==> src/rtl/stereo_gray_pairer.sv <==
// Stereo RGB-to-grey pairer.
// Each camera side converts RGB to a 9-bit grey value, registers it for one
// stage, and queues it in its own FIFO. When both FIFOs hold data, one entry
// from each is popped together into a ready/valid output register. Pairing
// follows arrival order on each side, so the two streams may be skewed.
// Column and row position are tracked per transfer. A write into a full FIFO
// that cannot be relieved by a same-cycle pop is an overflow: the sample is
// dropped and the block locks in ERROR until the next frame start.
module stereo_gray_pairer #(
    parameter int WIDTH = 800,
    parameter int DEPTH = 16
) (
    input  logic       clk,
    input  logic       rst_n,
    input  logic       i_valid_l,
    input  logic       i_valid_r,
    input  logic [9:0] i_R_l,
    input  logic [9:0] i_G_l,
    input  logic [9:0] i_B_l,
    input  logic [9:0] i_R_r,
    input  logic [9:0] i_G_r,
    input  logic [9:0] i_B_r,
    input  logic       i_sof,
    input  logic       i_ready,
    output logic       o_valid,
    output logic [8:0] o_data_l,
    output logic [8:0] o_data_r,
    output logic       o_sol,
    output logic       o_eol,
    output logic [9:0] o_row,
    output logic       o_overflow
);

    localparam int AW   = (DEPTH > 1) ? $clog2(DEPTH) : 1;
    localparam int CW   = $clog2(DEPTH + 1);
    localparam int COLW = (WIDTH > 1) ? $clog2(WIDTH) : 1;

    typedef enum logic [1:0] {IDLE, FLUSH, RUN, ERROR} state_t;

    state_t state, state_next;

    // Side index 0 = left camera, 1 = right camera.
    logic [1:0]       valid_in;
    logic [1:0][9:0]  r_in, g_in, b_in;
    logic [1:0][8:0]  head;
    logic [1:0]       empty;
    logic [1:0]       over;

    logic             flush_now;
    logic             run_now;
    logic             pop;
    logic             overflow_hit;
    logic [COLW-1:0]  col;

    assign valid_in[0] = i_valid_l;
    assign valid_in[1] = i_valid_r;
    assign r_in[0] = i_R_l;
    assign g_in[0] = i_G_l;
    assign b_in[0] = i_B_l;
    assign r_in[1] = i_R_r;
    assign g_in[1] = i_G_r;
    assign b_in[1] = i_B_r;

    // A frame start clears everything at the edge that enters FLUSH and again
    // at the edge that leaves it, so no stale pair is ever visible in FLUSH.
    assign flush_now    = i_sof || (state == FLUSH);
    assign run_now      = (state == RUN) && !i_sof;
    assign pop          = run_now && !empty[0] && !empty[1] && (!o_valid || i_ready);
    assign overflow_hit = run_now && (over != 2'b00);

    genvar gi;
    generate
        for (gi = 0; gi < 2; gi++) begin : g_side
            logic [11:0]   sum;
            logic [8:0]    grey;
            logic          stage_valid;
            logic [8:0]    stage_data;
            logic [8:0]    mem [DEPTH];
            logic [AW-1:0] wr_ptr, rd_ptr;
            logic [CW-1:0] count;
            logic          full;
            logic          push;

            // Sum fits 12 bits (max 4092), so the shifted result never saturates.
            assign sum  = {2'b00, r_in[gi]} + {1'b0, g_in[gi], 1'b0} + {2'b00, b_in[gi]};
            assign grey = 9'(sum >> 3);

            assign full      = (count == CW'(DEPTH));
            assign push      = run_now && stage_valid && (!full || pop);
            assign over[gi]  = run_now && stage_valid && full && !pop;
            assign empty[gi] = (count == '0);
            assign head[gi]  = mem[rd_ptr];

            // Conversion stage: capture only while running; otherwise inputs are ignored.
            always_ff @(posedge clk or negedge rst_n) begin
                if (!rst_n) begin
                    stage_valid <= 1'b0;
                    stage_data  <= '0;
                end else if (flush_now) begin
                    stage_valid <= 1'b0;
                    stage_data  <= '0;
                end else if (state == RUN) begin
                    stage_valid <= valid_in[gi];
                    stage_data  <= grey;
                end else begin
                    stage_valid <= 1'b0;
                end
            end

            // FIFO storage; contents are don't-care until the pointers cover them.
            always_ff @(posedge clk) begin
                if (push) begin
                    mem[wr_ptr] <= stage_data;
                end
            end

            // FIFO pointers and occupancy; push+pop together keep the count.
            always_ff @(posedge clk or negedge rst_n) begin
                if (!rst_n) begin
                    wr_ptr <= '0;
                    rd_ptr <= '0;
                    count  <= '0;
                end else if (flush_now) begin
                    wr_ptr <= '0;
                    rd_ptr <= '0;
                    count  <= '0;
                end else begin
                    if (push) begin
                        wr_ptr <= wr_ptr + 1'b1;
                    end
                    if (pop) begin
                        rd_ptr <= rd_ptr + 1'b1;
                    end
                    if (push && !pop) begin
                        count <= count + 1'b1;
                    end else if (pop && !push) begin
                        count <= count - 1'b1;
                    end
                end
            end
        end
    endgenerate

    // State register.
    always_ff @(posedge clk or negedge rst_n) begin
        if (!rst_n) begin
            state <= IDLE;
        end else begin
            state <= state_next;
        end
    end

    // Next-state logic; a frame start always wins over an overflow.
    always_comb begin
        state_next = state;
        case (state)
            IDLE:    if (i_sof) state_next = FLUSH;
            FLUSH:   state_next = RUN;
            RUN: begin
                if (i_sof) begin
                    state_next = FLUSH;
                end else if (overflow_hit) begin
                    state_next = ERROR;
                end
            end
            ERROR:   if (i_sof) state_next = FLUSH;
            default: state_next = IDLE;
        endcase
    end

    // Output pair register: load on pop, retire on transfer, hold under backpressure.
    always_ff @(posedge clk or negedge rst_n) begin
        if (!rst_n) begin
            o_valid  <= 1'b0;
            o_data_l <= '0;
            o_data_r <= '0;
        end else if (flush_now) begin
            o_valid  <= 1'b0;
            o_data_l <= '0;
            o_data_r <= '0;
        end else if (overflow_hit) begin
            o_valid  <= 1'b0;
        end else if (pop) begin
            o_valid  <= 1'b1;
            o_data_l <= head[0];
            o_data_r <= head[1];
        end else if (o_valid && i_ready) begin
            o_valid  <= 1'b0;
        end
    end

    // Column and row position, advanced once per accepted pair.
    always_ff @(posedge clk or negedge rst_n) begin
        if (!rst_n) begin
            col   <= '0;
            o_row <= '0;
        end else if (flush_now) begin
            col   <= '0;
            o_row <= '0;
        end else if ((state == RUN) && o_valid && i_ready) begin
            if (col == COLW'(WIDTH - 1)) begin
                col   <= '0;
                o_row <= o_row + 1'b1;
            end else begin
                col   <= col + 1'b1;
            end
        end
    end

    // Sticky overflow flag; only reset clears it, frame starts do not.
    always_ff @(posedge clk or negedge rst_n) begin
        if (!rst_n) begin
            o_overflow <= 1'b0;
        end else if (overflow_hit) begin
            o_overflow <= 1'b1;
        end
    end

    assign o_sol = o_valid && (col == '0);
    assign o_eol = o_valid && (col == COLW'(WIDTH - 1));

endmodule
==> config.mk <==
export PLATFORM = sky130hd
export DESIGN_NAME = stereo_gray_pairer
export DESIGN_NICKNAME = d
export VERILOG_FILES = /design/src/rtl/stereo_gray_pairer.sv
export SDC_FILE = /design/constraint.sdc
export NUM_CORES = 1
export LEC_CHECK = 0
export ABC_AREA = 1
export CAP_MARGIN = 10
export CORE_ASPECT_RATIO = 1.1
export CORE_MARGIN = 2
export CORE_UTILIZATION = 50
export DETAILED_ROUTE_END_ITERATION = 6
export GPL_ROUTABILITY_DRIVEN = 0
export PLACE_DENSITY = 0.78
export SLEW_MARGIN = 20
export SYNTH_ARGS = -nofsm -noshare
export SYNTH_HDL_FRONTEND = slang
export SYNTH_SLANG_ARGS = --single-unit
==> constraint.sdc <==
create_clock -name clk -period 2.2 [get_ports clk]
set_input_delay 0.22 -clock clk [delete_from_list [all_inputs] [get_ports clk]]
set_output_delay 0.22 -clock clk [all_outputs]
set_load 0.1 [all_outputs]
Word level (Yosys, flattened, before mapping)
Memory sizes are Yosys's and may differ from the RTL's.
Index checks and enable logic that the tools add are counted.
{ "word_totals": {"output_inout_bits": 32, "elab_cells": 141, "mem_bits_rw": 288, "regBits": 88, "mem_count": 2} }
{ "classes": {"n_reduce_logical": 53, "eq_ne": 9, "mux": 46, "add_sub_neg": 14} }
{ "memory_table": {"columns": ["memory", "depth", "word_bits", "rd", "rd_clocked_by_memory_dff", "wr", "line_no", "source"], "rows": [
  ["g_side[0].mem", 16, 9, 1, 0, 1, "78", "logic [8:0] mem [DEPTH];"],
  ["g_side[1].mem", 16, 9, 1, 0, 1, "78", null]
]} }
{ "ops": {"columns": ["operator", "n"], "rows": [
  ["9-bit two-way mux", 10],
  ["10-bit two-way mux", 6],
  ["4-bit two-way mux", 8],
  ["5-bit two-way mux", 6],
  ["10-bit by 11-bit adder with 12-bit output", 2],
  ["12-bit by 10-bit adder with 12-bit output", 2],
  ["1-bit logical AND", 22],
  ["10-bit by 1-bit adder with 10-bit output, second input constant", 2],
  ["4-bit by 1-bit adder with 4-bit output, second input constant", 4],
  ["2-bit nonzero test", 7],
  ["1-bit two-way mux", 12],
  ["5-bit by 1-bit adder with 5-bit output, second input constant", 2],
  ["10-bit == test, second input constant", 1],
  ["5-bit == test, second input constant", 2],
  ["10-bit logical NOT", 1],
  ["5-bit logical NOT", 2],
  ["5-bit by 1-bit subtractor with 5-bit output, second input constant", 2],
  ["1-bit logical NOT", 9],
  ["2-bit two-way mux", 3],
  ["2-bit case mux with 3 select lines", 1],
  ["2-bit AND reduction", 3],
  ["3-bit nonzero test", 2],
  ["2-bit == test, second input constant", 2],
  ["1-bit logical OR", 4],
  ["other kinds (7)", 7]
]} }

Longest topological paths before layout
Gate-level depths: netlist of run 1.
{ "depth": {"word_depth": 12, "ltp_mapped": 18} }

Least setup slack after synthesis of run 1
No wires, ideal clock.
{ "synth_timing": {"path_kind": "reg-to-output", "start": "register o_valid", "end": "output port o_sol", "path_buffers": 0, "path_stages_with_launch": 5, "path_slack_ns": -1.467, "t_arrival_ns": 3.447, "cell_sequence": "dfrtp_1 > inv_1 > nor4_1 > nand3_1 > nor3_1"} }
{ "synth_via": {"elab_chain_len": 1} }
{ "synth_rtl": {"columns": ["element", "line_no", "source"], "rows": [
  ["start, declared", "25", "output logic o_valid,"],
  ["start signal, assigned", "174", "o_valid <= 1'b0;"],
  ["start signal, assigned", "178", "o_valid <= 1'b0;"],
  ["start signal, assigned", "182", "o_valid <= 1'b0;"],
  ["1-bit logical AND", "219", "assign o_sol = o_valid && (col == '0);"],
  ["end, declared", "28", "output logic o_sol,"]
]} }
No other way between the ends.

Final worst setup path of run 1
{ "layout_timing": {"start": "register state[0]", "end": "memory g_side[1].mem[14][4], enable pin"} }
{ "layout_via": {"elab_chain_len": 9, "elab_cells_between_ends": 10, "cone_classes": "eq/ne (1); mux (2); reduce/logical (7)"} }
{ "layout_rtl": {"columns": ["element", "line_no", "source"], "rows": [
  ["start, declared", "40", "state_t state, state_next;"],
  ["start signal, assigned", "149", "state <= state_next;"],
  ["2-bit == test (*)", "67", "assign run_now = (state == RUN) && !i_sof;"],
  ["1-bit logical AND (*)", "67", null],
  ["1-bit logical AND (3 in a row)", "68", "assign pop = run_now && !empty[0] && !empty[1] && (!o_valid || i_ready);"],
  ["1-bit logical OR", "89", "assign push = run_now && stage_valid && (!full || pop);"],
  ["1-bit logical AND (*)", "89", null],
  ["1-bit two-way mux (*)", "112", "if (push) begin"],
  ["1-bit two-way mux (implied by the code) (*)", "113", "mem[wr_ptr] <= stage_data;"],
  ["end, declared", "78", null]
]} }
Mark *: on every way between the ends. The rest lies on a longest branch, timed or not.

==> results of run 1 <==
## cell families (layout without fill, tap and decap cells)
| kind of cell | after synthesis | after routing |
|---|---|---|
| AOI/OAI and AO/OA | 271 | 271 |
| xor gates and xnor gates | 15 | 15 |
| adders and majority gates | 62 | 62 |
| buffers and inverters | 149 | 373 |
| DFF | 376 | 376 |
| and+or+nand+nor | 773 | 774 |
## cells in the final DEF, fill, tap and decap left out, drive strengths merged, types with 2 or more instances in the layout
cell           count
xor2              12
ha                42
inv               78
bufinv             5
fa                20
or2                3
o21ai            178
clkinv            16
nand2            305
edfxtp           288
nand3            114
nor2             321
clkbuf            51
a21oi             25
dfrtp             88
nand3b             2
o21bai             4
buf              158
o21a               2
o31ai              4
nand4             23
xnor2              3
o211ai            54
clkdlybuf4s50     64
nor3               3
## stage by stage
step / setup slack [ps] / power, mW
final: 96.1 / 17.4
after floorplan: -68.8 / 9.89
after global placement: -229 / 10.8
after detailed placement: -300 / 10.9
after CTS: 2.89 / 17.4
after global routing: -43.5 / 18.0
## cell type report
class / count / share of cell area
sequential: 376 / 0.516
clock buffer: 51 / 0.0499
tap: 438 / 0.0260
clock inverter: 18 / 0.0112
timing repair buffer: 223 / 0.0925
multi-input combinational: 1122 / 0.290
inverter: 81 / 0.0148
## sequential cells by signal, indices dropped and copies added (netlist names), 8 cells and up
| name | count |
|---|---|
| g_side.mem | 288 |
| g_side.stage_data | 18 |
| col | 10 |
| g_side.count | 10 |
| o_row | 10 |
| o_data_l | 9 |
| o_data_r | 9 |
| g_side.rd_ptr | 8 |
| g_side.wr_ptr | 8 |
## repair_timing
item / CTS / global route
hold buffers: 1 / 0
buffers inserted: 0 / 4
endpoints found under the hold margin: 41 / 0
endpoints found under the setup margin: 0 / 280
resized for setup: 0 / 36
## worst max-delay path: stages (launching register included)
cell and delay [ps]:
dfrtp_1 390, inv_2 80, ha_4 150, nand2_4 80
nor2_4 140, nand3_4 150, nand2_4 110, inv_4 50
nor2_8 190, nand2_4 110, nor2_2 170, buf_4 190
## per-layer routing
| layer | share of wire | wire length, um | track usage | vias up |
|---|---|---|---|---|
| met4 | 0.030 | 1200 | 0.0840 | 0 |
| li1 | - | - | - | 6078 |
| met5 | 0 | 0 | 0 | - |
| met3 | 0.078 | 3110 | 0.0319 | 80 |
| met1 | 0.41 | 16200 | 0.294 | 6071 |
| met2 | 0.49 | 19500 | 0.378 | 559 |
## final timing paths
path                                                   endpoint  depth (start not counted)  slack [ps]
worst min-delay path                       o_row[6]$_DFFE_PN0P_                          2         210
min in group clk                g_side[1].stage_valid$_DFF_PN0_                          3         250
worst max register to register   g_side[1].mem[14][4]$_DFFE_PP_                         11         100
worst min register to register          o_data_r[4]$_DFFE_PN0P_                          2         480
max in group asynchronous        g_side[0].count[4]$_DFFE_PN0P_                          3        1350
worst max-delay path             g_side[1].mem[14][4]$_DFFE_PP_                         11         100
## power breakdown
part           internal (mW)  switching, mW
sequential              8.18          0.595
clock                   3.96           2.61
combinational          0.826           1.24
==> impl_metrics.json, run 1 <==
{
  "hold_ws_ps": 213,
  "r2r_start": "state[0]$_DFFE_PN0P_",
  "fmax_ghz": 0.475,
  "multi_input_area_mm2": 0.00610,
  "clock_skew_ps": 30.1,
  "final_util": 0.616,
  "cts_buffer_depth": 3,
  "synth.net_count": 1774,
  "crit_path_start": "state[0]$_DFFE_PN0P_",
  "dr_total_vias": 12800,
  "postPlaceCellArea_mm2": 0.0196,
  "nNetsFinal": 1970,
  "tns_ps": 0,
  "synth_top_family_by_area": "simple AND/OR/NAND/NOR gates",
  "grt_pass1_vias": 12400,
  "place_hpwl_mm": 26.1,
  "cts-root-buf": "clkbuf_16",
  "vias_per_cell": 5.54,
  "status": "finished clean",
  "critPathLaunchType": "flop",
  "clock_latency_ps": 550,
  "powerDensity_mw_per_mm2": 826,
  "yosysTopAreaCellShare": 0.497,
  "ys_top_cells_by_area": "edfxtp_1, dfrtp_1, nor2_1",
  "n_antenna_cell": 0,
  "grt_max_degree": 53,
  "required_ps": 2430,
  "postSynthAreaPerCell_um2": 10.6,
  "die_w_um": 182,
  "peakVddDrop_mv": 0.664,
  "synthFlopType": "edfxtp_1",
  "async_reset_ff_frac": 0.234,
  "seqCellArea_mm2": 0.0109,
  "ys_seq_elements": 376,
  "drtPass1Iterations": 5,
  "die_h_um": 200,
  "core_area_mm2": 0.0342,
  "numPlacedInstances": 2234,
  "drt_iter0_drc": 1171,
  "avgRoutedWirePerCell_um": 17.3,
  "yosysMostFrequentCell": "nor2_1",
  "route.detailed.drc": 0,
  "cts_tree": "built",
  "io_buffer_count": 97,
  "ant_nets": 0,
  "routed_wl_mm": 40.0,
  "post-route-period-util": 0.956,
  "grt.total_usage": 0.223,
  "fill_cells": 2504,
  "grt_pass1_wl_mm": 63.7,
  "synth-xor-area-share": 0.00756,
  "htreeDepth": 2,
  "leakage_nw": 8.41,
  "endpoint_kind": "flop",
  "yosys-top-cells-count": "nor2_1, nand2_1, edfxtp_1",
  "drive_above_1_share": 0.152,
  "start_util": 0.508,
  "die_area_mm2": 0.0363,
  "ys_types": 45,
  "rsz0062_at_grt": "true",
  "hp-class": "in2async",
  "rows": 71,
  "cts_made_buffers": 38,
  "final_area_mm2": 0.0211,
  "drv_cap": 0,
  "final_cells": 2309,
  "synth_compound_area_frac": 0.0901,
  "setup_viol": 0,
  "syn_inst": 1646,
  "tightest_slew_ps": 747,
  "synth_area_mm2": 0.0174,
  "cp_max_fo": 8,
  "grt_antenna_before_repair": 0,
  "clkTransAtPathRegs_ps": 60,
  "hold_viol_final": 0,
  "maxSlewHeadroom": 0.502,
  "cp_data_arrival_time_ps": 2340,
  "synth_fa_ha_area_frac": 0.0533,
  "cts_sinks": 376,
  "synth-edff-count": 288,
  "grt_overflow_total": 0,
  "area_growth_pct": 21.1,
  "ys.warnings.count": 0,
  "path_class": "reg2reg",
  "period_minus_slack_ps": 2100,
  "muxShareOfSynthArea": 0,
  "synth_top_area_cell": "edfxtp_1",
  "slew_violations": 0,
  "io_pins": 98,
  "yosys.area_share.simple": 0.189,
  "synth-seq-area-share": 0.624
}
Note: power is estimated with default switching activity, not from simulation.
==> inputs of run 2 (changes only) <==
- TNS_END_PERCENT: not set -> 10
==> run 2 against run 1 <==
  * Clock skew shrank 9.2 ps
  * Power fell by 4.3%
  * Maximum frequency decreased by 3.3%
  * Sequential cell count stayed put
  * Global-route usage is 0.30 points lower
  * Setup slack lost 73 ps
  * Sequential share of layout area grew 0.47 points
  * Combinational power about the same
  * Critical path type unchanged
  * Largest power group unchanged
==> impl_metrics.json, run 2 (synthesis results as in run 1) <==
{
  "grt_antenna_before_repair": 0,
  "post-route-period-util": 0.989,
  "wl_met2_mm": 19.0,
  "wl_met3_mm": 2.74,
  "layout_common_cells": "nor2_1, nand2_1, edfxtp_1",
  "route.detailed.drc": 0,
  "grt_overflow_total": 0,
  "fill_cells": 2580,
  "core_area_mm2": 0.0342,
  "nNetsFinal": 1976,
  "multi_input_area_mm2": 0.00604,
  "cp_top_family": "simple AND/OR/NAND/NOR gates",
  "status": "finished clean",
  "regMostFlops": "g_side.mem",
  "drive_above_1_share": 0.146,
  "clock_latency_ps": 550,
  "critPathLaunchType": "flop",
  "cts_sinks": 376,
  "largest_register_ffs": 288,
  "clock_skew_ps": 20.9,
  "grt_pass1_vias": 12600,
  "io_pins": 98,
  "grt.total_usage": 0.220,
  "crit_path_top_delay_cell": "dfrtp_1",
  "reg2reg_setup_slack_ps": 20,
  "dr.max_layer_used": "met4",
  "cp_data_arrival_time_ps": 2430,
  "slew_violations": 0,
  "maxSlewHeadroom": 0.501,
  "power_mw": 16.6,
  "rows": 71,
  "start_util": 0.508,
  "htreeDepth": 2,
  "period_minus_slack_ps": 2180,
  "area_growth_pct": 20.0,
  "crit_buf_inv": 3,
  "routed_wl_mm": 39.2,
  "grt_pass1_wl_mm": 62.9,
  "ant_nets": 0,
  "final_area_mm2": 0.0209,
  "dp_slack_ps": -253,
  "setup_slack_ps": 23.3,
  "io_buffer_count": 97,
  "clkTransAtPathRegs_ps": 60,
  "seqCellArea_mm2": 0.0109,
  "dr_total_vias": 12700,
  "hold_viol_final": 0,
  "endpoint_kind": "flop",
  "setup_viol": 0,
  "required_ps": 2450,
  "wl_met1_mm": 16.3,
  "n_antenna_cell": 0,
  "die_area_mm2": 0.0363,
  "powerDensity_mw_per_mm2": 798,
  "rsz0062_at_grt": "true",
  "peakVddDrop_mv": 0.752,
  "cp_common_cell": "buf_4",
  "cp_max_fo": 9,
  "avgRoutedWirePerCell_um": 17.0,
  "drtPass1Iterations": 5,
  "die_h_um": 200,
  "drt_iter0_drc": 1137,
  "tightest_slew_ps": 749,
  "crit_chain": "inv_1, ha_2, nand2_4, nor2_4, buf_4, nand2_2, a21boi_4, nand2_1, nor2_1, buf_4",
  "cts-root-buf": "clkbuf_16",
  "vias_per_cell": 5.48,
  "slowest_delay_ps": 370,
  "cts_buffer_depth": 3,
  "fmax_ghz": 0.459,
  "postPlaceCellArea_mm2": 0.0196,
  "layout_commonest_cell": "nor2_1",
  "path_class": "reg2reg",
  "hp-class": "in2async",
  "cts_tree": "built",
  "cts_made_buffers": 38,
  "drv_cap": 0,
  "die_w_um": 182,
  "place_hpwl_mm": 25.8,
  "grt_max_degree": 75,
  "leakage_nw": 8.31,
  "top_regs": "g_side.mem (288), g_side.stage_data (18)"
}
==> run 2: changes by cell type in the layout (fill, tap and decap cells not counted), sizes merged <==
cell / before / now
bufinv: 5 / 0
clkinv: 16 / 18
inv: 78 / 79
buf: 158 / 165
nand3: 114 / 113
clkbuf: 51 / 52
==> run 2: layout make-up <==
type / instances / area share
inverter: 81 / 0.0149
clock buffer: 52 / 0.0481
multi-input combinational: 1121 / 0.289
timing repair buffer: 230 / 0.0957
sequential: 376 / 0.520
clock inverter: 16 / 0.00534
tap: 438 / 0.0263
==> run 2: power breakdown <==
part	switching (mW)	leakage [nW]	total, mW	internal [mW]
sequential	0.575	3.86	8.75	8.18
combinational	1.23	3.91	2.04	0.811
clock	2.62	0.543	5.86	3.23
total	4.43	8.31	16.6	12.2
==> run 2: path summary, 6_finish.rpt <==
| path | end | cells after the start | from |
|---|---|---|---|
| min | o_row[8]$_DFFE_PN0P_ | 2 | rst_n |
| max | g_side[0].mem[3][7]$_DFFE_PP_ | 10 | state[0]$_DFFE_PN0P_ |
| min in group clk | g_side[1].stage_valid$_DFF_PN0_ | 3 | i_valid_r |
| min reg2reg | o_data_l[6]$_DFFE_PN0P_ | 2 | o_data_l[6]$_DFFE_PN0P_ |
| max in group asynchronous | g_side[0].rd_ptr[2]$_DFFE_PN0P_ | 3 | rst_n |
| max reg2reg | g_side[0].mem[3][7]$_DFFE_PP_ | 10 | state[0]$_DFFE_PN0P_ |
==> run 2: what timing repair did <==
item | 4_1_cts | 5_1_grt
hold buffers | 1 | 0
hold endpoints to repair | 42 | 0
pin swaps | 1 | 3
endpoints found under the setup margin | 1 | 108
resized for setup | 1 | 18
setup buffers | 0 | 5
==> run 2: stage by stage <==
stage               hold slack [ps]  TNS, ps   util  instances
finish                          212        0  0.610       2314
floorplan                     -75.6   -15480      -       1646
global route                    260    -5130  0.610       2314
CTS                             211        0  0.607       2309
global placement                247    -3620  0.574       2240
detailed placement              249    -5700  0.574       2240
==> run 2: layer usage <==
metal / vias up / global-route usage
met5: - / 0
met4: 0 / 0.0885
met3: 91 / 0.0344
met2: 487 / 0.372
met1: 6037 / 0.286
li1: 6075 / -
==> run 2: worst register-to-register path, delay by kind of cell, from the launching register on <==
family                     cells  cell delay, ps
AOI/OAI and AO/OA              1             230
adders and majority gates      1             220
buffers and inverters          3             400
DFF                            1             370
and+or+nand+nor                5             680
